===== src/rtl/uart_pkg.sv =====
// Shared types and helpers for the UART transmitter and the future receiver.
package uart_pkg;

  typedef enum logic [1:0] {
    PAR_NONE,
    PAR_EVEN,
    PAR_ODD
  } parity_t;

  typedef enum logic [2:0] {
    IDLE,
    START,
    DATA,
    PARITY,
    STOP
  } tx_state_t;

  // Bits on the wire for one frame: start + data + optional parity + stop bits.
  function automatic int frame_bits(input int bpw, input parity_t par, input int stop);
    return 1 + bpw + ((par != PAR_NONE) ? 1 : 0) + stop;
  endfunction

  // Counter width for a range of n values; never narrower than one bit.
  function automatic int clog2_min1(input int n);
    return (n <= 1) ? 1 : $clog2(n);
  endfunction

endpackage


===== src/rtl/uart_baud_tick.sv =====
// Bit-period timer: tick is high on the last clk cycle of every bit.
// clr holds the count at zero so the first bit after an accept is full length.
module uart_baud_tick
  import uart_pkg::*;
#(
  parameter int CLOCKS_PER_PULSE = 4
) (
  input  logic clk,
  input  logic rstn,
  input  logic clr,
  output logic tick
);

  localparam int CW = clog2_min1(CLOCKS_PER_PULSE);
  localparam logic [CW-1:0] CLK_LAST = CW'(CLOCKS_PER_PULSE - 1);

  logic [CW-1:0] c_clocks_q, c_clocks_d;

  // Next count: restart on clear or terminal count, otherwise advance.
  always_comb begin
    // NOTE: every path assigns c_clocks_d, so no latch is inferred.
    c_clocks_d = c_clocks_q + CW'(1);
    if (clr || (c_clocks_q == CLK_LAST)) c_clocks_d = '0;
  end

  // Count register.
  always_ff @(posedge clk or negedge rstn) begin
    // NOTE: non-blocking assignment so every flop samples pre-edge values.
    if (!rstn) c_clocks_q <= '0;
    else       c_clocks_q <= c_clocks_d;
  end

  assign tick = (c_clocks_q == CLK_LAST);

endmodule


===== src/rtl/uart_tx_framed.sv =====
// Multi-word UART transmitter: accepts NUM_WORDS words in one handshake and
// sends them back-to-back, word 0 first, each as start/data/[parity]/stop.
module uart_tx_framed
  import uart_pkg::*;
#(
  parameter int      CLOCKS_PER_PULSE = 4,
  parameter int      BITS_PER_WORD    = 8,
  parameter int      W_OUT            = 24,
  parameter parity_t PARITY           = PAR_NONE,
  parameter int      STOP_BITS        = 1
) (
  input  logic                                             clk,
  input  logic                                             rstn,
  input  logic                                             s_valid,
  input  logic [W_OUT/BITS_PER_WORD-1:0][BITS_PER_WORD-1:0] s_data,
  output logic                                             s_ready,
  output logic                                             tx,
  output logic                                             busy,
  output logic                                             done
);

  localparam int NUM_WORDS = W_OUT / BITS_PER_WORD;
  localparam int BW        = clog2_min1(BITS_PER_WORD);
  localparam int SW        = clog2_min1(STOP_BITS);
  localparam int WW        = clog2_min1(NUM_WORDS);

  localparam logic [BW-1:0] BIT_LAST  = BW'(BITS_PER_WORD - 1);
  localparam logic [SW-1:0] STOP_LAST = SW'(STOP_BITS - 1);
  localparam logic [WW-1:0] WORD_LAST = WW'(NUM_WORDS - 1);

  if (W_OUT % BITS_PER_WORD != 0) begin : g_bad_width
    $error("uart_tx_framed: W_OUT must be a multiple of BITS_PER_WORD");
  end
  if (STOP_BITS != 1 && STOP_BITS != 2) begin : g_bad_stop
    $error("uart_tx_framed: STOP_BITS must be 1 or 2");
  end
  if (CLOCKS_PER_PULSE < 2) begin : g_bad_cpp
    $error("uart_tx_framed: CLOCKS_PER_PULSE must be at least 2");
  end

  // Parity of one captured word; EVEN makes the total count of ones even.
  function automatic logic word_parity(input logic [BITS_PER_WORD-1:0] w);
    return (PARITY == PAR_ODD) ? ~^w : ^w;
  endfunction

  // The state PARITY is shadowed by the parameter of the same name, so the
  // state is always referenced with its package scope.
  tx_state_t         state_q, state_d;
  logic [BW-1:0]     c_bits_q, c_bits_d;
  logic [SW-1:0]     c_stop_q, c_stop_d;
  logic [WW-1:0]     c_words_q, c_words_d;
  logic [W_OUT-1:0]  shift_q, shift_d;
  logic              parity_q, parity_d;
  logic              tx_q, tx_d;
  logic              done_q, done_d;
  logic              tick;

  // Bit timer is held in reset while idle so each transfer starts on a full bit.
  uart_baud_tick #(
    .CLOCKS_PER_PULSE(CLOCKS_PER_PULSE)
  ) u_baud (
    .clk (clk),
    .rstn(rstn),
    .clr (state_q == IDLE),
    .tick(tick)
  );

  // Next state, counters, payload shifting and the registered line value.
  always_comb begin
    state_d   = state_q;
    c_bits_d  = c_bits_q;
    c_stop_d  = c_stop_q;
    c_words_d = c_words_q;
    shift_d   = shift_q;
    parity_d  = parity_q;
    done_d    = 1'b0;

    case (state_q)
      IDLE: begin
        if (s_valid) begin
          state_d   = START;
          c_words_d = '0;
          shift_d   = s_data;
          parity_d  = word_parity(s_data[0]);
        end
      end
      START: begin
        if (tick) begin
          state_d  = DATA;
          c_bits_d = '0;
        end
      end
      DATA: begin
        if (tick) begin
          // The word being sent always sits in the low bits of the shifter.
          shift_d = shift_q >> 1;
          if (c_bits_q == BIT_LAST) begin
            c_stop_d = '0;
            state_d  = (PARITY == PAR_NONE) ? STOP : uart_pkg::PARITY;
          end else begin
            c_bits_d = c_bits_q + BW'(1);
          end
        end
      end
      uart_pkg::PARITY: begin
        if (tick) begin
          state_d  = STOP;
          c_stop_d = '0;
        end
      end
      STOP: begin
        if (tick) begin
          if (c_stop_q == STOP_LAST) begin
            if (c_words_q == WORD_LAST) begin
              state_d = IDLE;
              done_d  = 1'b1;
            end else begin
              state_d   = START;
              c_words_d = c_words_q + WW'(1);
              parity_d  = word_parity(shift_q[BITS_PER_WORD-1:0]);
            end
          end else begin
            c_stop_d = c_stop_q + SW'(1);
          end
        end
      end
      default: state_d = IDLE;
    endcase

    // tx is driven from the state being entered so it changes on the same
    // edge as the FSM, without a combinational path to the pin.
    case (state_d)
      START:            tx_d = 1'b0;
      DATA:             tx_d = shift_d[0];
      uart_pkg::PARITY: tx_d = parity_d;
      default:          tx_d = 1'b1;
    endcase
  end

  // State, counters, payload and line registers.
  always_ff @(posedge clk or negedge rstn) begin
    if (!rstn) begin
      state_q   <= IDLE;
      c_bits_q  <= '0;
      c_stop_q  <= '0;
      c_words_q <= '0;
      shift_q   <= '0;
      parity_q  <= 1'b0;
      tx_q      <= 1'b1;
      done_q    <= 1'b0;
    end else begin
      state_q   <= state_d;
      c_bits_q  <= c_bits_d;
      c_stop_q  <= c_stop_d;
      c_words_q <= c_words_d;
      shift_q   <= shift_d;
      parity_q  <= parity_d;
      tx_q      <= tx_d;
      done_q    <= done_d;
    end
  end

  assign s_ready = (state_q == IDLE);
  assign busy    = (state_q != IDLE);
  assign tx      = tx_q;
  assign done    = done_q;

endmodule


===== config.mk =====
export PLATFORM = sky130hd
export DESIGN_NAME = uart_tx_framed
export DESIGN_NICKNAME = d
export VERILOG_FILES = /design/src/rtl/uart_pkg.sv /design/src/rtl/uart_baud_tick.sv /design/src/rtl/uart_tx_framed.sv
export SDC_FILE = /design/constraint.sdc
export NUM_CORES = 1
export LEC_CHECK = 0
export ABC_AREA = 1
export BUFFER_PORTS_ARGS = -buffer_cell sky130_fd_sc_hd__clkbuf_2
export CORE_UTILIZATION = 50
export CTS_BUF_LIST = sky130_fd_sc_hd__clkbuf_8
export DETAILED_ROUTE_END_ITERATION = 16
export PLACE_DENSITY_LB_ADDON = 0.08
export SETUP_SLACK_MARGIN = 0.5
export SYNTH_ARGS = -nofsm -noshare
export SYNTH_HDL_FRONTEND = slang
export SYNTH_SLANG_ARGS = --single-unit

===== constraint.sdc =====
create_clock -name clk -period 1.65 [get_ports clk]
set_clock_uncertainty 0.1 [all_clocks]
set_input_delay 0.0825 -clock clk [delete_from_list [all_inputs] [get_ports clk]]
set_output_delay 0.0825 -clock clk [all_outputs]
set_load 0.01 [all_outputs]

==> report_table.html <==
<table>
<tr><th>Metric</th><th>Value</th></tr>
<tr><th colspan="2">Setup path</th></tr>
<tr><td>Data required time of the critical path</td><td>1.73 ns</td></tr>
<tr><td>Depth of the worst register-to-register path</td><td>7</td></tr>
<tr><td>Setup CP Type</td><td>register to register</td></tr>
<tr><td>CP Max Fanout</td><td>3</td></tr>
<tr><td>Critical path launch point type</td><td>register</td></tr>
<tr><td>Worst Setup End Kind</td><td>register</td></tr>
<tr><td>Data arrival time of the critical path</td><td>1.82 ns</td></tr>
<tr><th colspan="2">Synth</th></tr>
<tr><td>Adder and majority gate portion of the synthesized area</td><td>2.39%</td></tr>
<tr><td>Total of warnings raised by yosys</td><td>0</td></tr>
<tr><td>Dominant combinational cell family by area after synthesis</td><td>simple AND/OR/NAND/NOR gates</td></tr>
<tr><td>Post-Syn Instances</td><td>261</td></tr>
<tr><td>Largest cells by area after synthesis</td><td>sky130_fd_sc_hd__dfrtp_1, sky130_fd_sc_hd__nand2_1, sky130_fd_sc_hd__o221ai_1</td></tr>
<tr><td>Fraction of post-synthesis cell area in the top cell type by area</td><td>43.1%</td></tr>
<tr><td>Most common library cells after synthesis</td><td>sky130_fd_sc_hd__nand2_1, sky130_fd_sc_hd__inv_1, sky130_fd_sc_hd__dfrtp_1, sky130_fd_sc_hd__o221ai_1, sky130_fd_sc_hd__nor2_1</td></tr>
<tr><td>Synth Area in Compound Gates</td><td>13.0%</td></tr>
<tr><td>Post-synth cell types</td><td>32</td></tr>
<tr><td>Share of the yosys chip area belonging to registers</td><td>44.3%</td></tr>
<tr><td>Post-synthesis cell area</td><td>2090 sq um</td></tr>
<tr><td>Largest area contributor in the netlist</td><td>sky130_fd_sc_hd__dfrtp_1</td></tr>
<tr><td>Net Count, Synth</td><td>292</td></tr>
<tr><td>Simple-gate share of the synthesized area</td><td>24.9%</td></tr>
<tr><td>XOR/XNOR Fraction of Synth Area</td><td>2.09%</td></tr>
<tr><td>Leading cell type by number of instances after synthesis</td><td>sky130_fd_sc_hd__nand2_1</td></tr>
<tr><td>Mean instance size in the synthesized netlist</td><td>8.02 sq um</td></tr>
<tr><td>Number of storage elements in the synthesis netlist</td><td>37</td></tr>
<tr><td>Share of synthesized flip-flops with an asynchronous set or reset</td><td>100%</td></tr>
<tr><td>Portion of netlist area occupied by mux cells</td><td>1.26%</td></tr>
<tr><td>Number of enable flip-flop cells after synthesis</td><td>0</td></tr>
<tr><td>Primary FF master, synth</td><td>sky130_fd_sc_hd__dfrtp_1</td></tr>
<tr><th colspan="2">STA</th></tr>
<tr><td>Upper clock frequency limit</td><td>575 MHz</td></tr>
<tr><td>Final setup slack of the worst path</td><td>-0.0890 ns</td></tr>
<tr><td>RSZ-0062 raised after global routing</td><td>yes</td></tr>
<tr><td>Number of endpoints with negative hold slack in the final report</td><td>0</td></tr>
<tr><td>Worst Max-Slew Pin Slew</td><td>0.486 ns</td></tr>
<tr><td>Min Tclk post-route</td><td>1.74 ns</td></tr>
<tr><td>Total of endpoints with negative setup slack in the final report</td><td>4</td></tr>
<tr><td>Max-slew headroom</td><td>67.6%</td></tr>
<tr><td>Share of the cycle needed by the critical path after routing</td><td>105%</td></tr>
<tr><td>Number of max-slew violations in the final report</td><td>0</td></tr>
<tr><th colspan="2">Floorplanning</th></tr>
<tr><td>Effective utilization at floorplan</td><td>52.3%</td></tr>
<tr><td>Number of placement rows</td><td>23</td></tr>
<tr><td>Die Y</td><td>66.7 um</td></tr>
<tr><td>Core area</td><td>4000 sq um</td></tr>
<tr><td>Area of the die</td><td>4450 sq um</td></tr>
<tr><td>Top-Level Pins</td><td>31</td></tr>
<tr><td>Die X-Extent</td><td>66.7 um</td></tr>
<tr><th colspan="2">CTS</th></tr>
<tr><td>Total clock buffers created by CTS</td><td>5</td></tr>
<tr><td>Insertion delay of the later-clocked pin in the worst-skew pair</td><td>0.30 ns</td></tr>
<tr><td>Sink Count</td><td>37</td></tr>
<tr><td>Clock transition at the registers of the reported paths</td><td>0.08 ns</td></tr>
<tr><td>Buffer depth of the longest clock path</td><td>2</td></tr>
<tr><td>TritonCTS clock tree</td><td>done</td></tr>
<tr><td>CTS H-tree lvls</td><td>2</td></tr>
<tr><td>Cell at the root of the clock tree</td><td>sky130_fd_sc_hd__clkbuf_8</td></tr>
<tr><th colspan="2">Pwr</th></tr>
<tr><td>Proportion of total power due to net switching</td><td>42.6%</td></tr>
<tr><td>Sequential share of power</td><td>27.3%</td></tr>
<tr><td>Combinational Power Share</td><td>61.4%</td></tr>
<tr><td>Internal power summed over all cells</td><td>3.13 mW</td></tr>
<tr><td>Clock network fraction of total power</td><td>11.3%</td></tr>
<tr><td>Leak pwr</td><td>1.74 nW</td></tr>
<tr><td>Power per standard cell area</td><td>1540 nW/um^2</td></tr>
<tr><td>Switching power</td><td>2.32 mW</td></tr>
<tr><td>Largest voltage drop on the vdd net</td><td>0.918 mV</td></tr>
<tr><th colspan="2">Detailed routing</th></tr>
<tr><td>DR iter-0 viols</td><td>224</td></tr>
<tr><td>Total vias in the final route</td><td>2150</td></tr>
<tr><td>TritonRoute pass-1 iters</td><td>6</td></tr>
<tr><td>Remaining design rule violation count</td><td>0</td></tr>
<tr><td>Wire length after detailed routing</td><td>7.11 mm</td></tr>
<tr><td>Drt wl/cell</td><td>17.5 um</td></tr>
<tr><td>Average via count per standard cell</td><td>5.30</td></tr>
<tr><td>Antenna-violating nets left</td><td>0</td></tr>
<tr><th colspan="2">Layout</th></tr>
<tr><td>Fill cell total of the finished layout</td><td>177</td></tr>
<tr><td>Share of the core filled with cells in the final layout</td><td>88.6%</td></tr>
<tr><td>Relative area change from synthesis to final layout</td><td>69.4%</td></tr>
<tr><td>Fraction of final layout cells with drive strength greater than 1</td><td>45.5%</td></tr>
<tr><td>Area of all placed cells without fillers</td><td>3540 sq um</td></tr>
<tr><td>Layout Nets</td><td>386</td></tr>
<tr><td>Antenna diode count</td><td>0</td></tr>
<tr><th colspan="2">Global route</th></tr>
<tr><td>Total global routing track utilization</td><td>30.0%</td></tr>
<tr><td>Antenna violations before repair</td><td>0</td></tr>
<tr><td>Wire length of the first global-routing pass</td><td>9.66 mm</td></tr>
<tr><td>Number of global-route vias before repair</td><td>2097</td></tr>
<tr><td>Largest net degree at the start of global routing</td><td>38</td></tr>
<tr><td>Aggregate global routing overflow</td><td>0</td></tr>
<tr><th colspan="2">Run status</th></tr>
<tr><td>Run status</td><td>finished, violations left</td></tr>
<tr><td>Violated checks</td><td>setup timing</td></tr>
<tr><th colspan="2">Min path</th></tr>
<tr><td>Worst hold path depth</td><td>3</td></tr>
<tr><td>Classification of the worst-slack hold path</td><td>input port to register</td></tr>
<tr><th colspan="2">Placed design</th></tr>
<tr><td>Placer's final routability congestion estimate</td><td>0.766</td></tr>
<tr><td>Detailed placement HPWL</td><td>3.07 mm</td></tr>
<tr><td>Port buffer count</td><td>30</td></tr>
<tr><td>Area after DPL</td><td>2540 sq um</td></tr>
<tr><th colspan="2">Run</th></tr>
<tr><td>Maximum capacitance violations</td><td>0</td></tr>
</table>
==> power by group through the flow <==
stage	combinational [mW]	sequential [mW]	clock, mW
floorplan	1.53	1.43	0
global placement	1.92	1.44	0
CTS	2.57	1.45	0.600
detailed placement	1.97	1.46	0
finish	3.35	1.49	0.615
global route	3.59	1.52	0.650
==> critical path: stages (launching register included) <==
cell                      delay, ns
sky130_fd_sc_hd__dfrtp_1       0.40
sky130_fd_sc_hd__ha_2          0.20
sky130_fd_sc_hd__ha_4          0.17
sky130_fd_sc_hd__nor2_4        0.11
sky130_fd_sc_hd__inv_2         0.06
sky130_fd_sc_hd__nor3_4        0.23
sky130_fd_sc_hd__nor2_2        0.09
sky130_fd_sc_hd__mux2_4        0.27
==> worst paths after layout <==
check | to | slack (ns) | start
worst max register to register | c_bits_q[0] | -0.09 | c_bits_q[1]
min in group asynchronous | shift_q[12] | 0.27 | rstn
worst max-delay path | c_bits_q[0] | -0.09 | c_bits_q[1]
worst min-delay path | shift_q[7] | 0.005 | s_data[7]
max in group asynchronous | tx | 0.81 | rstn
worst min register to register | u_baud.c_clocks_q[0] | 0.42 | u_baud.c_clocks_q[0]
==> cell usage in the layout, fill, tap and decap left out, drive strengths merged <==
cell type	count
ha	4
o221ai	23
clkbuf	34
nor3	4
o21ai	3
a21boi	2
nor3b	1
xor2	2
dfrtp	36
dlygate4sd3	23
nand3	9
nand2	83
a21oi	2
nor2	21
buf	42
a22o	2
a21o	1
inv	58
dfstp	1
mux2	2
xnor2	3
==> per-layer routing <==
layer	vias up	wire [um]	part of all wire (%)	GRT usage, %
li1	1025	-	-	-
met1	1038	2900	41	35.6
met2	67	3740	53	53.9
met3	20	266	3.7	4.45
met4	0	207	2.9	11.4
met5	-	0	0	0
==> timing repair <==
action / CTS / global route
cloned: 2 / 1
hold buffers: 23 / 0
endpoints found under the setup margin: 38 / 39
resized for setup: 40 / 53
hold endpoints to repair: 58 / 0
setup buffers: 24 / 4
pin swaps: 9 / 19
==> registers in the layout, indices dropped and copies added, names as in the netlist <==
signal and cells:
state_q 3, c_words_q 2, shift_q 24, u_baud.c_clocks_q 2, c_bits_q 3, tx 1
parity_q 1, done 1
==> cell families (layout without fill, tap and decap cells) <==
family,count (synthesis),after routing
adders and majority gates,4,4
DFF,37,37
muxes,2,2
and+or+nand+nor,118,118
AOI/OAI and AO/OA,33,33
buffers and inverters,62,157
xor gates and xnor gates,5,5
==> per-stage QoR <==
step	TNS (ns)	hold WS [ns]	setup slack, ns	total power [mW]	cells
4_1_cts	0	0.00282	0.0630	4.62	401
3_3_place_gp	0	0.0536	0.0974	3.37	344
5_1_grt	-0.477	0.0225	-0.131	5.76	406
3_5_place_dp	0	0.0577	0.0648	3.43	344
6_report	-0.209	0.00508	-0.0890	5.45	406
2_1_floorplan	0	-0.313	0.0760	2.96	261
==> cell type report <==
class | instances | area (sq um) | area share [%]
clock inverter | 3 | 11.3 | 0.318
tap | 50 | 62.6 | 1.77
multi-input combinational | 162 | 1360 | 38.3
timing repair buffer | 94 | 901 | 25.4
inverter | 55 | 216 | 6.11
sequential | 37 | 927 | 26.2
clock buffer | 5 | 68.8 | 1.94
No activity file was read; power rests on OpenSTA's default activity.
